File: src/rtl/mmu_pkg.sv
// Shared encodings for the MMU data responder: funct3 access sizes, FSM states,
// data width and the size/offset alignment helper.
package mmu_pkg;

    localparam int XLEN = 64;

    typedef enum logic [2:0] {
        SZ_B   = 3'b000,
        SZ_H   = 3'b001,
        SZ_W   = 3'b010,
        SZ_D   = 3'b011,
        SZ_BU  = 3'b100,
        SZ_HU  = 3'b101,
        SZ_WU  = 3'b110,
        SZ_INV = 3'b111
    } mem_size_e;

    typedef enum logic [1:0] {
        ST_IDLE = 2'b00,
        ST_REQ  = 2'b01,
        ST_RESP = 2'b10
    } mmu_state_e;

    // Natural alignment check; size[1:0] selects the access width for signed and unsigned forms alike
    function automatic logic is_misaligned(input logic [2:0] size, input logic [2:0] off);
        logic mis;
        case (size[1:0])
            2'b01:   mis = off[0];
            2'b10:   mis = (off[1:0] != 2'b00);
            2'b11:   mis = (off != 3'b000);
            default: mis = 1'b0;
        endcase
        return mis;
    endfunction

endpackage

File: src/rtl/mmu_lane_align.sv
// Combinational lane steering: store data/strobe placement and load extract/extend.
// Lanes past byte 7 are simply lost, so misaligned loads see zeros in their upper bytes.
module mmu_lane_align
    import mmu_pkg::*;
(
    input  logic [2:0]      size,
    input  logic [2:0]      offset,
    input  logic [XLEN-1:0] wdata,
    input  logic [XLEN-1:0] rdata,
    output logic [XLEN-1:0] st_data,
    output logic [7:0]      st_strb,
    output logic [XLEN-1:0] ld_data
);

    logic [5:0]      shamt_s;
    logic [XLEN-1:0] ld_shift_s;

    // Store placement, strobe generation and load extraction
    always_comb begin
        shamt_s    = {offset, 3'b000};
        st_data    = wdata << shamt_s;
        ld_shift_s = rdata >> shamt_s;

        case (size[1:0])
            2'b00:   st_strb = 8'h01 << offset;
            2'b01:   st_strb = 8'h03 << offset;
            2'b10:   st_strb = 8'h0F << offset;
            default: st_strb = 8'hFF;
        endcase

        case (size)
            SZ_B:    ld_data = {{56{ld_shift_s[7]}},  ld_shift_s[7:0]};
            SZ_H:    ld_data = {{48{ld_shift_s[15]}}, ld_shift_s[15:0]};
            SZ_W:    ld_data = {{32{ld_shift_s[31]}}, ld_shift_s[31:0]};
            SZ_D:    ld_data = ld_shift_s;
            SZ_BU:   ld_data = {56'h0, ld_shift_s[7:0]};
            SZ_HU:   ld_data = {48'h0, ld_shift_s[15:0]};
            SZ_WU:   ld_data = {32'h0, ld_shift_s[31:0]};
            default: ld_data = 64'h0;
        endcase
    end

endmodule

File: src/rtl/mmu_data_resp.sv
// Data-memory responder: latches one MEM-stage request, runs it on the 64-bit bus, pulses ready.
// Optional feature macro: MMU_MISALIGN_CHECK_EN (reject misaligned accesses without a bus cycle).
module mmu_data_resp
    import mmu_pkg::*;
#(
    parameter int unsigned TIMEOUT_CYCLES = 64
) (
    input  logic            clk,
    input  logic            rst,
    input  logic            mem_valid,
    input  logic            mem_we,
    input  logic [2:0]      mem_size,
    input  logic [XLEN-1:0] mem_addr,
    input  logic [XLEN-1:0] mem_wdata,
    output logic            mmu_data_ready,
    output logic [XLEN-1:0] mmu_rdata,
    output logic            mmu_data_err,
    output logic            bus_req,
    output logic            bus_we,
    output logic [XLEN-1:0] bus_addr,
    output logic [XLEN-1:0] bus_wdata,
    output logic [7:0]      bus_wstrb,
    input  logic            bus_ack,
    input  logic [XLEN-1:0] bus_rdata
);

    localparam int unsigned CNT_W = (TIMEOUT_CYCLES < 2) ? 1 : $clog2(TIMEOUT_CYCLES);
    localparam bit          WDOG_EN = (TIMEOUT_CYCLES != 0);
    localparam logic [CNT_W-1:0] CNT_LAST = WDOG_EN ? CNT_W'(TIMEOUT_CYCLES - 1) : '0;
    localparam logic [CNT_W-1:0] CNT_ONE  = CNT_W'(1);

    mmu_state_e       state_q, state_d;
    logic             we_q, we_d;
    logic [2:0]       size_q, size_d;
    logic [2:0]       off_q, off_d;
    logic [CNT_W-1:0] cnt_q, cnt_d;
    logic             bus_req_q, bus_req_d;
    logic             bus_we_q, bus_we_d;
    logic [XLEN-1:0]  bus_addr_q, bus_addr_d;
    logic [XLEN-1:0]  bus_wdata_q, bus_wdata_d;
    logic [7:0]       bus_wstrb_q, bus_wstrb_d;
    logic             ready_q, ready_d;
    logic             err_q, err_d;
    logic [XLEN-1:0]  rdata_q, rdata_d;

    logic             reject_s;
    logic [2:0]       align_size_s;
    logic [2:0]       align_off_s;
    logic [XLEN-1:0]  st_data_s;
    logic [7:0]       st_strb_s;
    logic [XLEN-1:0]  ld_data_s;

    // In IDLE the aligner shapes the incoming store; afterwards it decodes the returning load
    always_comb begin
        if (state_q == ST_IDLE) begin
            align_size_s = mem_size;
            align_off_s  = mem_addr[2:0];
        end else begin
            align_size_s = size_q;
            align_off_s  = off_q;
        end
    end

    mmu_lane_align u_lane_align (
        .size    (align_size_s),
        .offset  (align_off_s),
        .wdata   (mem_wdata),
        .rdata   (bus_rdata),
        .st_data (st_data_s),
        .st_strb (st_strb_s),
        .ld_data (ld_data_s)
    );

    // Next-state and registered-output computation
    always_comb begin
        state_d     = state_q;
        we_d        = we_q;
        size_d      = size_q;
        off_d       = off_q;
        cnt_d       = cnt_q;
        bus_req_d   = bus_req_q;
        bus_we_d    = bus_we_q;
        bus_addr_d  = bus_addr_q;
        bus_wdata_d = bus_wdata_q;
        bus_wstrb_d = bus_wstrb_q;
        ready_d     = 1'b0;
        err_d       = 1'b0;
        rdata_d     = 64'h0;
        reject_s    = 1'b0;

        case (state_q)
            ST_IDLE: begin
                if (mem_valid) begin
                    we_d     = mem_we;
                    size_d   = mem_size;
                    off_d    = mem_addr[2:0];
                    reject_s = (mem_size == SZ_INV);
`ifdef MMU_MISALIGN_CHECK_EN
                    reject_s = reject_s | is_misaligned(mem_size, mem_addr[2:0]);
`endif
                    if (reject_s) begin
                        state_d = ST_RESP;
                        ready_d = 1'b1;
                        err_d   = 1'b1;
                    end else begin
                        state_d     = ST_REQ;
                        cnt_d       = '0;
                        bus_req_d   = 1'b1;
                        bus_we_d    = mem_we;
                        bus_addr_d  = {mem_addr[63:3], 3'b000};
                        bus_wdata_d = st_data_s;
                        bus_wstrb_d = mem_we ? st_strb_s : 8'h00;
                    end
                end else begin
                    state_d = ST_IDLE;
                end
            end
            ST_REQ: begin
                // An ack in the final watchdog cycle still completes normally
                if (bus_ack) begin
                    state_d   = ST_RESP;
                    bus_req_d = 1'b0;
                    ready_d   = 1'b1;
                    rdata_d   = we_q ? 64'h0 : ld_data_s;
                end else if (WDOG_EN && (cnt_q == CNT_LAST)) begin
                    state_d   = ST_RESP;
                    bus_req_d = 1'b0;
                    ready_d   = 1'b1;
                    err_d     = 1'b1;
                end else begin
                    cnt_d = cnt_q + CNT_ONE;
                end
            end
            ST_RESP: begin
                state_d = ST_IDLE;
            end
            default: begin
                state_d   = ST_IDLE;
                bus_req_d = 1'b0;
            end
        endcase
    end

    // State and output registers; reset abandons any outstanding bus request at once
    always_ff @(posedge clk or negedge rst) begin
        if (!rst) begin
            state_q     <= ST_IDLE;
            we_q        <= 1'b0;
            size_q      <= 3'b000;
            off_q       <= 3'b000;
            cnt_q       <= '0;
            bus_req_q   <= 1'b0;
            bus_we_q    <= 1'b0;
            bus_addr_q  <= 64'h0;
            bus_wdata_q <= 64'h0;
            bus_wstrb_q <= 8'h00;
            ready_q     <= 1'b0;
            err_q       <= 1'b0;
            rdata_q     <= 64'h0;
        end else begin
            state_q     <= state_d;
            we_q        <= we_d;
            size_q      <= size_d;
            off_q       <= off_d;
            cnt_q       <= cnt_d;
            bus_req_q   <= bus_req_d;
            bus_we_q    <= bus_we_d;
            bus_addr_q  <= bus_addr_d;
            bus_wdata_q <= bus_wdata_d;
            bus_wstrb_q <= bus_wstrb_d;
            ready_q     <= ready_d;
            err_q       <= err_d;
            rdata_q     <= rdata_d;
        end
    end

    assign mmu_data_ready = ready_q;
    assign mmu_data_err   = err_q;
    assign mmu_rdata      = rdata_q;
    assign bus_req        = bus_req_q;
    assign bus_we         = bus_we_q;
    assign bus_addr       = bus_addr_q;
    assign bus_wdata      = bus_wdata_q;
    assign bus_wstrb      = bus_wstrb_q;

endmodule
File: config.mk
export PLATFORM = sky130hd
export DESIGN_NAME = mmu_data_resp
export DESIGN_NICKNAME = d
export VERILOG_FILES = /design/src/rtl/mmu_pkg.sv /design/src/rtl/mmu_lane_align.sv /design/src/rtl/mmu_data_resp.sv
export SDC_FILE = /design/constraint.sdc
export NUM_CORES = 1
export LEC_CHECK = 0
export CORE_ASPECT_RATIO = 0.5
export CORE_MARGIN = 3
export CORE_UTILIZATION = 52
export CTS_BUF_LIST = sky130_fd_sc_hd__clkbuf_8
export DETAILED_ROUTE_END_ITERATION = 16
export PLACE_DENSITY = 0.92
export SYNTH_ARGS = -nofsm -noshare
export SYNTH_HDL_FRONTEND = slang
export SYNTH_HIERARCHICAL = 1
export SYNTH_SLANG_ARGS = --single-unit
File: constraint.sdc
create_clock -name clk -period 8.55 [get_ports clk]
set_input_delay 0.855 -clock clk [delete_from_list [all_inputs] [get_ports clk]]
set_output_delay 0.855 -clock clk [all_outputs]
set_load 0.01 [all_outputs]
==> results of run 1 <==
==> worst max-delay path, stage by stage, from the launching register on <==
cell and delay (ns):
dfrtp_1 0.46, nor2_2 0.45, mux2_8 0.62, buf_4 0.88, nor2b_1 0.12, a211o_1 0.28, nand4_1 0.09, buf_4 0.46
o2111ai_1 0.27, and2_1 0.21
==> cell type report <==
type                            count  area, um2
Clock buffer                       41        564
Timing Repair Buffer              414       4110
Multi-Input combinational cell   1005       6200
Inverter                           15       56.3
Clock inverter                     17        130
Sequential cell                   216       5410
Antenna cell                        6       15.0
Fill cell                        1507       5480
Tap cell                          300        375
==> kinds of logic (layout without fill, tap and decap cells) <==
family	count (synthesis)	after routing	share of synthesized area (%)
simple gates	712	712	26.1
flops	216	216	44.4
mux	155	155	17.2
compound gates	128	128	6.59
buf+inv	121	487	5.06
fa+ha+maj	7	7	0.719
other cells	1	9	0.0308
==> Yosys cell counts (3+ instances only) <==
cell type / count
nor2b_1: 16
buf_6: 12
and3_1: 3
a21oi_1: 40
nand3b_1: 4
o22ai_1: 3
o221ai_1: 11
dfrtp_1: 216
ha_1: 7
buf_1: 5
mux2i_1: 76
nand3_1: 32
nor3_1: 4
nand2b_1: 17
buf_4: 5
nor2_1: 49
mux4_2: 39
and2_1: 82
clkbuf_1: 41
o21ai_0: 36
o211ai_1: 11
buf_2: 43
a21o_1: 3
nand2_1: 464
mux2_2: 40
inv_1: 14
nand4_1: 25
o2bb2ai_1: 4
o2111ai_1: 8
==> sequential cells by signal, summed over array words and instances (netlist names), 2 cells and up <==
signal,flops
off_q,3
bus_wdata,64
bus_addr,61
mmu_rdata,64
size_q,3
cnt_q,6
bus_wstrb,8
state_q,2
==> final timing paths <==
check | slack (ns) | from | endpoint | depth (start not counted)
max | 4.47 | state_q[0] | mmu_rdata[54] | 9
min | 0.48 | bus_wstrb[6] | bus_wstrb[6] | 2
max reg2reg | 4.47 | state_q[0] | mmu_rdata[54] | 9
min reg2reg | 0.48 | bus_wstrb[6] | bus_wstrb[6] | 2
max in group asynchronous | 6.42 | rst | bus_wdata[39] | 2
min in group asynchronous | 0.52 | rst | mmu_rdata[11] | 1
==> through the flow <==
stage                     area (um2)  instances  worst slack [ns]  util (%)
after floorplan                12200       1342              5.80         -
after global placement         16200       1950              4.22      72.3
after detailed placement       16200       1950              4.18      72.3
after CTS                      16800       2008              4.49      75.4
after global routing           16900       2012              4.14      75.4
final                          16900       2014              4.47      75.5
==> power by group <==
group | switching (mW) | total [mW] | internal (mW)
Clock | 0.423 | 0.920 | 0.497
Combinational | 1.52 | 2.82 | 1.30
Sequential | 0.206 | 1.55 | 1.34
Total | 2.15 | 5.29 | 3.14
==> metal layers <==
metal	vias to the layer above	global-route usage, %	part of all wire [%]
met5	-	0	0
met4	0	13.1	3.7
met3	119	12.1	12
met2	687	54.2	46
met1	5554	44.5	38
li1	5184	-	-
==> key figures, run 1 <==
Yosys
  – Avg Inst Size Synth: around 9 um2
  – Dominant synthesized flop cell: dfrtp_1
  – Synth top area cells: dfrtp_1 44%, nand2_1 14%, mux4_2 7.2%
  – Syn Inst Count: 1340
  – EDFF count, synth: 0
  – Area leader, netlist: dfrtp_1
  – #FFs+latches synth: 216
  – Cell area after synthesis: 12200 um2
  – Post-synth ARST share: 100%
  – Yosys cell types: 53
  – Share of the synthesized area in the top cell type: 44.4%
  – Synth warn: 6
  – Post-synthesis sequential area ratio: 44.4%

STA
  – Slew @ Worst Pin: 1.34 ns
  – Setup TNS Final: 0 ns
  – RSZ-0062 raised after global routing: no
  – Final min period: 4.08 ns
  – Period utilization: 47.7%
  – Fmax: 245 MHz
  – Endpoints failing hold: 0
  – Clock Skew: 0.0247 ns
  – Pins Over Slew Limit: 0
  – Slew headroom: 10.2%
  – Hold slack: approximately 0.48 ns
  – Final Setup Violations: 0

Power and ir drop
  – Total power: 5.29 mW
  – Worst vdd ir: 187 uV
  – Power per Cell Area: 314 nW/um2
  – LEAKAGE: 7.95 nW

Layout
  – Most common cell after layout, fill and taps aside: nand2_1
  – Most frequent cells in the layout: 464 x nand2_1, 399 x clkdlybuf4s50_1, 216 x dfrtp_1
  – Area grow syn2layout: 38.4%
  – Nets: ~1900
  – Layout cells sized above 1: 9.02%

Floorplan
  – Cell Rows: 38
  – Top-level I/O count: 404
  – Die area: approximately 25000 um2
  – Die outline width: 222 um
  – Effective utilization at floorplan: 54.5%
  – Core Box Area: 22300 um2
  – Die H: approximately 110 um

CTS
  – Root buffer cell: clkbuf_8
  – CTS H-tree depth: 2
  – Clock tree buffer depth: 3
  – Postcts setup bufs: 0
  – Hold_buf cts: 0
  – CTS tree: built
  – CTS resizes: 0
  – Clock transition at path regs: 0.07 ns
  – # clock sinks: 216
  – Cts bufs inserted: 34
  – Skew-Pair Late Insertion Delay: 0.54 ns

Run status
  – Status: finished clean

GRT
  – Vias in the first global route: 11510
  – First-pass GRT wire length: 67.5 mm
  – Largest net degree at the start of global routing: 150
  – Initial antenna violation count: 5
  – Grt ovf: 0
  – Total GRT Usage: 34.4%

Route
  – Detail Route Antenna Nets: 0
  – First drt pass iteration count: 5
  – Via count: ~12000
  – Number of vias per cell: 5.73
  – Initial DRC Count: 1499
  – Total Wirelength: 44.9 mm
  – DR WL/cell: 22.3 um
  – Detailed-route DRC error count: 0

Critical path
  – Crit. End Element: register
  – Critical path class: register to register
  – Type of origin of the critical path: register
  – CP Max Fanout: 73
  – CP required: 8.97 ns
  – Arr. time, crit path: 4.49 ns

Placement
  – Routability cong.: 0.999
  – PortBufs: 400
  – Post-DP HPWL: around 33 mm

Hold path
  – HP Class: register to register

Run
  – Max-cap viol count: 0
(Power assumes the default switching activity.)
==> run 2: changes to the inputs <==
--- a/config.mk
+++ b/config.mk
@@ -7,10 +7,10 @@
 export LEC_CHECK = 0
 export CORE_ASPECT_RATIO = 0.5
 export CORE_MARGIN = 3
-export CORE_UTILIZATION = 52
+export CORE_UTILIZATION = 43
 export CTS_BUF_LIST = sky130_fd_sc_hd__clkbuf_8
 export DETAILED_ROUTE_END_ITERATION = 16
-export PLACE_DENSITY = 0.92
+export PLACE_DENSITY = 0.82
 export SYNTH_ARGS = -nofsm -noshare
 export SYNTH_HDL_FRONTEND = slang
 export SYNTH_HIERARCHICAL = 1
==> constraint.sdc (replaced) <==
create_clock -name clk -period 3.6 [get_ports clk]
set_input_delay 0.36 -clock clk [delete_from_list [all_inputs] [get_ports clk]]
set_output_delay 0.36 -clock clk [all_outputs]
set_load 0.01 [all_outputs]
==> run 2 against run 1 <==
  * Sequential power rose by 140%
  * Non-clock buffer count is 20 higher
  * Power increased by 140%
  * Clock power is 130% higher
  * Global-route usage decreased by 5.7 points
  * Flip-flop and latch count did not move
  * Final cell count up 5.2%
  * Sequential share of layout area down 0.60 points
==> key figures, run 2 (synthesis results as in run 1) <==
Run status
  – Status: finished clean

Critical path
  – Crit path top cell by count: nand2_1
  – Crit path largest cell delay: 0.75 ns
  – Critical path class: register to register
  – R2R Path End: bus_wdata[38]
  – Critical path's slowest cell: nor3_2
  – CP required: 4.08 ns
  – Worst R2R Setup Slack: 0.59 ns
  – R2R cell count: 9
  – Largest delay share family, worst path: simple AND/OR/NAND/NOR gates
  – Type of origin of the critical path: register
  – Arr. time, crit path: ~3.5 ns
  – Crit. End Element: register
  – Buf+Inv Stages, Crit Path: 2
  – R2R Path Start: state_q[0]
  – Crit path cell chain: nor2_2 -> buf_4 -> mux2_2 -> inv_2 -> nor3_2 -> nand2_1 -> o221ai_1 -> nand2_1 -> nand2_1
  – CP Max Fanout: 21

STA
  – Final min period: 3.01 ns
  – Pins Over Slew Limit: 0
  – Setup TNS Final: 0 ns
  – RSZ-0062 raised after global routing: no
  – Slew headroom: 40.8%
  – Fmax: 332 MHz
  – Clock Skew: around 0.024 ns
  – Endpoints failing hold: 0
  – Slew @ Worst Pin: 0.883 ns
  – Final Setup Violations: 0
  – Period utilization: 83.6%

CTS
  – Root buffer cell: clkbuf_8
  – Hold_buf cts: 1
  – Clock tree buffer depth: 3
  – # clock sinks: 216
  – Cts bufs inserted: 35
  – CTS resizes: 0
  – CTS tree: built
  – CTS H-tree depth: 2
  – Skew-Pair Late Insertion Delay: between 0.5 and 0.6 ns
  – Postcts setup bufs: 0
  – Clock transition at path regs: 0.07 ns

Placement
  – Routability cong.: 0.957
  – Cell Area, Placed: roughly 16000 um2
  – PortBufs: 400
  – Post-DP HPWL: approximately 33 mm

Floorplan
  – Die outline width: around 240 um
  – Cell Rows: 42
  – Core Box Area: between 20000 and 30000 um2
  – Die H: 125 um
  – Die area: 30500 um2
  – Top-level I/O count: 404
  – Effective utilization at floorplan: 44.9%

Power and ir drop
  – LEAKAGE: 8.07 nW
  – Worst vdd ir: 352 uV
  – Total power: 12.5 mW
  – Power per Cell Area: 728 nW/um2

GRT
  – Largest net degree at the start of global routing: 80
  – First-pass GRT wire length: roughly 70 mm
  – Grt ovf: 0
  – Vias in the first global route: 11248
  – Initial antenna violation count: 14
  – Total GRT Usage: 28.7%

Route
  – Initial DRC Count: 1519
  – DR WL/cell: 21.2 um
  – Detailed-route DRC error count: 0
  – Number of vias per cell: 5.45
  – Total Wirelength: 45.0 mm
  – First drt pass iteration count: 6
  – Via count: around 12000
  – Detail Route Antenna Nets: 0

Layout
  – Area grow syn2layout: 41.1%
  – Most frequent cells in the layout: 464 x nand2_1, 399 x clkdlybuf4s50_1, 216 x dfrtp_1
  – Final instance area: 17200 um2
  – Core Util, Final: 63.4%
  – Layout cells sized above 1: under 10%
  – Most common cell after layout, fill and taps aside: nand2_1
  – Fillers: roughly 2200
  – Nets: 1914

Hold path
  – HP Class: primary input to register
  – Hold Startpoint: mem_addr[28]
  – Hold path depth: 3
  – Hold endpoint: bus_addr[28]

Run
  – Max-cap viol count: 0
==> run 2: layout make-up <==
type | instances | area (um2) | area share, %
tap | 374 | 468 | 2.72
antenna | 15 | 37.5 | 0.218
multi-input combinational | 1005 | 6200 | 36.1
inverter | 15 | 56.3 | 0.328
clock inverter | 18 | 81.3 | 0.473
clock buffer | 42 | 578 | 3.36
timing repair buffer | 434 | 4350 | 25.3
sequential | 216 | 5410 | 31.5
==> run 2: layer usage <==
metal | GRT usage (%) | part of all wire, %
met2 | 43.8 | 46
met4 | 13.8 | 4.5
met1 | 38.6 | 40
met3 | 6.93 | 9.7
met5 | 0 | 0
==> run 2: how the worst max path moves through the flow <==
stage	start	endpoint	cells after the start
2_1_floorplan	state_q[1]	mmu_rdata[32]	11
3_3_place_gp	mem_addr[0]	mmu_rdata[50]	8
3_5_place_dp	mem_addr[0]	mmu_rdata[48]	8
4_1_cts	state_q[0]	mmu_rdata[50]	8
5_1_grt	state_q[0]	mmu_rdata[61]	10
6_report	state_q[0]	bus_wdata[38]	9
==> run 2: worst reg2reg max path, stage by stage (launching register included) <==
cell	delay, ns
dfrtp_1	0.45
nor2_2	0.20
buf_4	0.19
mux2_2	0.46
inv_2	0.35
nor3_2	0.76
nand2_1	0.13
o221ai_1	0.20
nand2_1	0.11
nand2_1	0.08
==> run 2: stage by stage <==
stage / hold slack, ns / cells / setup WS, ns
finish: 0.329 / 2119 / 0.589
global route: 0.310 / 2119 / 0.379
CTS: 0.299 / 2104 / 0.610
detailed placement: 0.352 / 2043 / 0.517
global placement: 0.351 / 2043 / 0.585
floorplan: 0.0644 / 1342 / 0.890
==> run 2: power breakdown <==
part,internal (mW),total [mW],switching (mW)
clock,1.06,2.09,1.04
combinational,3.21,6.76,3.55
sequential,3.19,3.66,0.468
